`config.mk`:
```
export PLATFORM = sky130hd
export DESIGN_NAME = pc_fetch
export DESIGN_NICKNAME = d
export VERILOG_FILES = /design/src/rtl/pc_fetch_pkg.sv /design/src/rtl/pc_fetch_buf.sv /design/src/rtl/pc_fetch.sv
export SDC_FILE = /design/constraint.sdc
export NUM_CORES = 1
export LEC_CHECK = 0
export CAP_MARGIN = 20
export CORE_MARGIN = 2
export CORE_UTILIZATION = 47
export CTS_CLUSTER_SIZE = 30
export DETAILED_ROUTE_END_ITERATION = 16
export PLACE_DENSITY = 0.76
export SLEW_MARGIN = 20
export SYNTH_ARGS = -nofsm -noshare
export SYNTH_HDL_FRONTEND = slang
export SYNTH_SLANG_ARGS = --single-unit
```
`constraint.sdc`:
```
create_clock -name clk -period 2.5 [get_ports clk]
set_input_delay 0.25 -clock clk [delete_from_list [all_inputs] [get_ports clk]]
set_output_delay 0.25 -clock clk [all_outputs]
set_load 0.005 [all_outputs]
```
`src/rtl/pc_fetch_pkg.sv`:
```
// Shared widths, hold codes, NOP encoding and FSM encodings for the PC/fetch stage.
package pc_fetch_pkg;

    localparam int ADDR_BUS_WIDTH = 64;
    localparam int INST_BUS_WIDTH = 32;

    localparam logic [2:0] HOLD_NONE = 3'd0;
    localparam logic [2:0] HOLD_PC   = 3'd1;
    localparam logic [2:0] HOLD_IF   = 3'd2;
    localparam logic [2:0] HOLD_ID   = 3'd3;

    localparam logic [INST_BUS_WIDTH-1:0] INST_NOP = 32'h0000_0013;

    localparam logic PC_FETCH_S_REQ  = 1'b0;
    localparam logic PC_FETCH_S_WAIT = 1'b1;

    typedef enum logic {
        S_REQ  = PC_FETCH_S_REQ,
        S_WAIT = PC_FETCH_S_WAIT
    } fetch_state_e;

    // Any code at or above HOLD_PC stalls the fetch stage.
    function automatic logic hold_active(input logic [2:0] code);
        return code >= HOLD_PC;
    endfunction

endpackage

```
`src/rtl/pc_fetch_buf.sv`:
```
// One-entry instruction+address holding buffer used while the ID stage is held.
module pc_fetch_buf
    import pc_fetch_pkg::*;
(
    input  logic                      clk,
    input  logic                      rst,
    input  logic                      wr_en,
    input  logic [INST_BUS_WIDTH-1:0] wr_inst,
    input  logic [ADDR_BUS_WIDTH-1:0] wr_addr,
    input  logic                      rd_en,
    input  logic                      flush,
    output logic                      full_o,
    output logic [INST_BUS_WIDTH-1:0] rd_inst_o,
    output logic [ADDR_BUS_WIDTH-1:0] rd_addr_o
);

    logic                      valid_q, valid_d;
    logic [INST_BUS_WIDTH-1:0] inst_q, inst_d;
    logic [ADDR_BUS_WIDTH-1:0] addr_q, addr_d;

    // Flush wins over write, write wins over read.
    always_comb begin
        valid_d = valid_q;
        inst_d  = inst_q;
        addr_d  = addr_q;
        if (flush) begin
            valid_d = 1'b0;
        end else if (wr_en) begin
            valid_d = 1'b1;
            inst_d  = wr_inst;
            addr_d  = wr_addr;
        end else if (rd_en) begin
            valid_d = 1'b0;
        end
    end

    always_ff @(posedge clk) begin
        if (rst) begin
            valid_q <= 1'b0;
            inst_q  <= INST_NOP;
            addr_q  <= '0;
        end else begin
            valid_q <= valid_d;
            inst_q  <= inst_d;
            addr_q  <= addr_d;
        end
    end

    assign full_o    = valid_q;
    assign rd_inst_o = inst_q;
    assign rd_addr_o = addr_q;

endmodule

```
`src/rtl/pc_fetch.sv`:
```
// PC register and single-outstanding instruction fetch feeding the ID stage.
// Optional misaligned-jump reporting is enabled by defining PC_MISALIGN_CHK_EN.
module pc_fetch
    import pc_fetch_pkg::*;
#(
    parameter logic [ADDR_BUS_WIDTH-1:0] RESET_PC = 64'h0
) (
    input  logic                      clk,
    input  logic                      rst,
    input  logic                      jump_en_i,
    input  logic [ADDR_BUS_WIDTH-1:0] jump_addr_i,
    input  logic [2:0]                pipe_hold_en_i,
    output logic                      ifetch_req_o,
    output logic [ADDR_BUS_WIDTH-1:0] ifetch_addr_o,
    input  logic                      ifetch_gnt_i,
    input  logic                      ifetch_rvalid_i,
    input  logic [INST_BUS_WIDTH-1:0] ifetch_rdata_i,
    output logic                      inst_valid_o,
    output logic [INST_BUS_WIDTH-1:0] inst_o,
    output logic [ADDR_BUS_WIDTH-1:0] inst_addr_o,
`ifdef PC_MISALIGN_CHK_EN
    output logic                      inst_misalign_o,
`endif
    output fetch_state_e              dbg_state_o
);

    // Bus handshake: a request is accepted in the cycle where req and gnt are both 1;
    // the address stays on the bus unchanged until then. Exactly one rvalid follows
    // each accepted request, in a later cycle, carrying the instruction word.

    fetch_state_e              state_q, state_d;
    logic [ADDR_BUS_WIDTH-1:0] pc_q, pc_d;
    logic [ADDR_BUS_WIDTH-1:0] fetch_addr_q, fetch_addr_d;
    logic                      kill_q, kill_d;
    logic                      inst_valid_q, inst_valid_d;
    logic [INST_BUS_WIDTH-1:0] inst_q, inst_d;
    logic [ADDR_BUS_WIDTH-1:0] inst_addr_q, inst_addr_d;

    logic                      hold;
    logic                      halted;
    logic                      jump_misalign;
    logic [ADDR_BUS_WIDTH-1:0] jump_tgt;
    logic                      fetch_go;
    logic                      rsp;
    logic                      live_rsp;

    logic                      buf_wr, buf_rd, buf_flush, buf_full;
    logic [INST_BUS_WIDTH-1:0] buf_inst;
    logic [ADDR_BUS_WIDTH-1:0] buf_addr;

`ifdef PC_MISALIGN_CHK_EN
    logic halted_q, halted_d;
    logic misalign_q, misalign_d;

    assign jump_tgt        = jump_addr_i;
    assign jump_misalign   = jump_en_i & (jump_addr_i[1:0] != 2'b00);
    assign halted          = halted_q;
    assign inst_misalign_o = misalign_q;
`else
    assign jump_tgt      = jump_addr_i & ~64'h3;
    assign jump_misalign = 1'b0;
    assign halted        = 1'b0;
`endif

    assign hold          = hold_active(pipe_hold_en_i);
    assign ifetch_req_o  = !rst && (state_q == S_REQ) && !jump_en_i && !hold
                           && !buf_full && !halted;
    assign ifetch_addr_o = pc_q;
    assign fetch_go      = ifetch_req_o & ifetch_gnt_i;
    assign rsp           = (state_q == S_WAIT) & ifetch_rvalid_i;
    assign live_rsp      = rsp & !kill_q & !jump_en_i;

    always_comb begin
        state_d      = state_q;
        pc_d         = pc_q;
        fetch_addr_d = fetch_addr_q;
        kill_d       = kill_q;
        inst_valid_d = inst_valid_q;
        inst_d       = inst_q;
        inst_addr_d  = inst_addr_q;
        buf_wr       = 1'b0;
        buf_rd       = 1'b0;
        buf_flush    = 1'b0;
`ifdef PC_MISALIGN_CHK_EN
        halted_d     = halted_q;
        misalign_d   = misalign_q;
`endif

        case (state_q)
            S_REQ: begin
                if (jump_en_i) begin
                    pc_d = jump_tgt;
                end else if (fetch_go) begin
                    pc_d         = pc_q + 64'd4;
                    fetch_addr_d = pc_q;
                    state_d      = S_WAIT;
                end
            end
            S_WAIT: begin
                if (ifetch_rvalid_i) begin
                    state_d = S_REQ;
                    kill_d  = 1'b0;
                end
                // A response landing with the jump is dropped here, so only arm kill otherwise.
                if (jump_en_i) begin
                    pc_d   = jump_tgt;
                    kill_d = !ifetch_rvalid_i;
                end
            end
            default: state_d = S_REQ;
        endcase

        if (jump_en_i) begin
            inst_valid_d = 1'b0;
            inst_d       = INST_NOP;
            buf_flush    = 1'b1;
`ifdef PC_MISALIGN_CHK_EN
            halted_d   = jump_misalign;
            misalign_d = jump_misalign;
            if (jump_misalign) begin
                inst_valid_d = 1'b1;
                inst_addr_d  = jump_tgt;
            end
`endif
        end else if (hold) begin
            if (live_rsp) begin
                buf_wr = 1'b1;
            end
        end else begin
`ifdef PC_MISALIGN_CHK_EN
            misalign_d = 1'b0;
`endif
            if (buf_full) begin
                inst_valid_d = 1'b1;
                inst_d       = buf_inst;
                inst_addr_d  = buf_addr;
                buf_rd       = 1'b1;
            end else if (live_rsp) begin
                inst_valid_d = 1'b1;
                inst_d       = ifetch_rdata_i;
                inst_addr_d  = fetch_addr_q;
            end else begin
                inst_valid_d = 1'b0;
            end
        end
    end

    always_ff @(posedge clk) begin
        if (rst) begin
            state_q      <= S_REQ;
            pc_q         <= RESET_PC;
            fetch_addr_q <= '0;
            kill_q       <= 1'b0;
            inst_valid_q <= 1'b0;
            inst_q       <= INST_NOP;
            inst_addr_q  <= '0;
`ifdef PC_MISALIGN_CHK_EN
            halted_q     <= 1'b0;
            misalign_q   <= 1'b0;
`endif
        end else begin
            state_q      <= state_d;
            pc_q         <= pc_d;
            fetch_addr_q <= fetch_addr_d;
            kill_q       <= kill_d;
            inst_valid_q <= inst_valid_d;
            inst_q       <= inst_d;
            inst_addr_q  <= inst_addr_d;
`ifdef PC_MISALIGN_CHK_EN
            halted_q     <= halted_d;
            misalign_q   <= misalign_d;
`endif
        end
    end

    pc_fetch_buf u_buf (
        .clk       (clk),
        .rst       (rst),
        .wr_en     (buf_wr),
        .wr_inst   (ifetch_rdata_i),
        .wr_addr   (fetch_addr_q),
        .rd_en     (buf_rd),
        .flush     (buf_flush),
        .full_o    (buf_full),
        .rd_inst_o (buf_inst),
        .rd_addr_o (buf_addr)
    );

    assign inst_valid_o = inst_valid_q;
    assign inst_o       = inst_q;
    assign inst_addr_o  = inst_addr_q;
    assign dbg_state_o  = state_q;

endmodule
```
==> run metrics <==
end-of-flow core utilization=64.2%; Seq/Total Area, Yosys=46.2%; met3 global-route usage=4.18%; Total GRT Usage=27.1%; ys flop type=dfxtp_1; Lkg Pwr=5.95 nW; RSZ-0062 raised after global routing=no; worst relative slew slack=43.4%; most used routing layer=met2; CTS tree=built; synthesized cell area=13700 sq um; Setup crit end kind=output port; Ys Warns=0; 1st-pass router iterations=5; worst min path class=input port to register; Max Clock Freq=0.410 GHz; number of synthesized flops with an enable pin=0; CP arrival=2.19 ns; clock latency on the worst-skew pair=0.52 ns; Worst Hold Path Cells=3; kind of critical path=register to output port; initial antenna violation count=1; crit-path max cell delay=0.54 ns; Syn Inst Count=1715; Max Cap Viol=0; Worst-path clk slew=0.06 ns; Critical Path Fanout Max=10; wire length per cell=17.9 um; Placement Setup Slack=-0.123 ns; fin crit share=97.6%; hold slack=0.257 ns; Worst Path Required=2.25 ns; gpl congestion=0.971; ys async rst share=0%; die area=30500 sq um; Residual DRC=0; FILL cells=2400; Num CTS Buffers=34; commonest cells in the netlist=395 x nand2_1, 316 x dfxtp_1, 210 x a21oi_1; final instance area=18400 sq um; Max H-tree Level=2; detailed placer's ending HPWL=29500 um; cell taking the most area after synthesis=dfxtp_1; clk sink count=316; GRT overflow=0; cells along the critical path=or3_4 -> nor3_4 -> clkdlybuf4s50_1; Final ANT Viol Nets=0; Mean Syn Cell Area=7.98 sq um; Final Skew=0.0156 ns; vias in the first global route=12200; clk root buf=clkbuf_16; CP Launch Type=register; Worst IR Drop VDD=0.354 mV; Post-CTS Hold Buffers=0; outcome=completed; Setup TNS Final=0 ns; Fin. Hold Viols=0; FF+latch area=6330 sq um; DR vias=13500; number of I/O port buffers=260; total power=11.3 mW; I/O pin cnt=267; DR vias/cell=5.65; pwr/cell area=611 nW/um^2; number of DRC markers in iteration 0=1248; synth unique cells=67; kind of cell adding the most delay to the critical path=simple AND/OR/NAND/NOR gates; post-synth top area share=46.2%; met1 Use GR=38.8%; P&R area growth vs syn=34.5%; WL final=42800 um; synthesized flop and latch total=316; cells taking the most area after synthesis=dfxtp_1 46%, nand2_1 11%, a21oi_1 7.7%, mux2i_1 7.3%, a211oi_1 5.4%; largest net degree at the start of global routing=135; most frequent cell after synthesis=nand2_1; Bufs and invs on worst path=1; first-pass GRT wire length=67100 um; final setup vio count=0; final slew viol count=0; DIE WIDTH=175 um; Multi-input gate area=6870 sq um; Max Buffers Root-to-Sink=3; min Tclk post-route=2.44 ns; placed insts=2325; GR Util met2=41.7%; final worst slack=0.0589 ns; Starting Density=47.7%; slowest stage cell, crit path=clkdlybuf4s50_1; Die H=175 um; Layout Nets=2084; core box area=28700 sq um; # rows=62; Non-Filler Instances=2387; CP Depth=3; layout cell share with drive strength beyond 1=9.99%; placed instance area=17200 sq um; r2r worst-path depth=8; Tightest Pin Transition=0.850 ns
[area by class of cell]
cell class | instances | share of cell area [%]
diodes | 1 | 0.0136
flip-flops and latches | 316 | 34.4
multi-input cells | 1249 | 37.3
clock inverters | 13 | 0.863
clock buffers | 46 | 5.35
well taps | 384 | 2.61
inverters | 7 | 0.143
repair buffers | 371 | 19.3
[what timing repair did]
action | CTS | global route
buffers inserted | 0 | 2
endpoints found under the setup margin | 1 | 14
pin swaps | 0 | 2
gates resized for setup | 3 | 9
[where the power goes]
part | switching (mW) | leakage [nW] | internal (mW) | total (mW)
Clock | 2.05 | 0.573 | 3.08 | 5.13
Sequential | 0.103 | 2.56 | 5.11 | 5.21
Combinational | 0.461 | 2.81 | 0.454 | 0.915
[cells in the final DEF (no fill, tap or decap), types with 4 or more instances in the layout]
| cell | netlist | final |
|---|---|---|
| nand2b_1 | 6 | 6 |
| clkbuf_16 | 0 | 34 |
| nor2b_1 | 4 | 4 |
| buf_4 | 5 | 101 |
| clkinv_2 | 0 | 7 |
| o311ai_0 | 5 | 4 |
| nor3_1 | 28 | 26 |
| o21ai_0 | 28 | 28 |
| buf_12 | 0 | 10 |
| conb_1 | 1 | 4 |
| nor2_1 | 160 | 156 |
| nand2_1 | 395 | 394 |
| mux2i_1 | 100 | 100 |
| o211ai_1 | 6 | 6 |
| o22ai_1 | 10 | 10 |
| nand3_1 | 32 | 30 |
| or3_1 | 13 | 12 |
| a211oi_1 | 98 | 98 |
| dfxtp_1 | 316 | 315 |
| a21o_1 | 4 | 4 |
| nand4_1 | 29 | 29 |
| and3_1 | 7 | 7 |
| a22oi_1 | 11 | 11 |
| a221oi_1 | 4 | 4 |
| a21oi_1 | 210 | 210 |
| o21a_1 | 6 | 6 |
| or2_2 | 4 | 4 |
| clkdlybuf4s50_1 | 0 | 258 |
| inv_1 | 7 | 7 |
| clkbuf_8 | 0 | 10 |
| nor4_1 | 23 | 20 |
| a31oi_1 | 7 | 7 |
| nand3b_1 | 5 | 5 |
[registers in the layout, indices dropped and copies added (netlist names)]
signal	cells
u_buf.rd_inst_o	32
inst_addr_o	62
fetch_addr_q	62
u_buf.rd_addr_o	62
ifetch_addr_o	62
inst_o	32
inst_valid_o	1
u_buf.full_o	1
dbg_state_o	1
kill_q	1
[routing by layer]
metal	part of all wire [%]	vias to the layer above
met2	45	587
met5	0	-
li1	-	6536
met4	3.2	0
met3	7.8	88
met1	45	6270
[worst register-to-register path: cells and delay by family, from the launching register on]
| kind | cells | cell delay, ns |
|---|---|---|
| AOI/OAI and AO/OA | 1 | 0.13 |
| adders and majority gates | 1 | 0.24 |
| muxes | 1 | 0.34 |
| buffers and inverters | 1 | 0.20 |
| DFF | 1 | 0.34 |
| and+or+nand+nor | 4 | 1.09 |
[kinds of logic (layout without fill, tap and decap cells)]
family / after synthesis / after routing / share of synthesized area, %
xor+xnor: 2 / 2 / 0.128
simple gates: 722 / 722 / 22.8
compound gates: 416 / 416 / 18.6
fa+ha+maj: 1 / 1 / 0.0914
buf+inv: 153 / 437 / 4.45
other cells: 1 / 5 / 0.0274
mux: 104 / 104 / 7.64
flops: 316 / 316 / 46.2
[path summary, 6_finish.rpt]
check,start,end,slack [ns]
max,dbg_state_o$_SDFF_PP0_,ifetch_req_o,0.06
min,jump_en_i,kill_q$_SDFFE_PP0P_,0.26
max reg2reg,ifetch_addr_o[2]$_SDFFE_PP0P_,ifetch_addr_o[40]$_SDFFE_PP0P_,0.10
min reg2reg,u_buf.rd_addr_o[29]$_SDFFE_PP0P_,u_buf.rd_addr_o[29]$_SDFFE_PP0P_,0.45
Power figures use the tool's default switching activity.
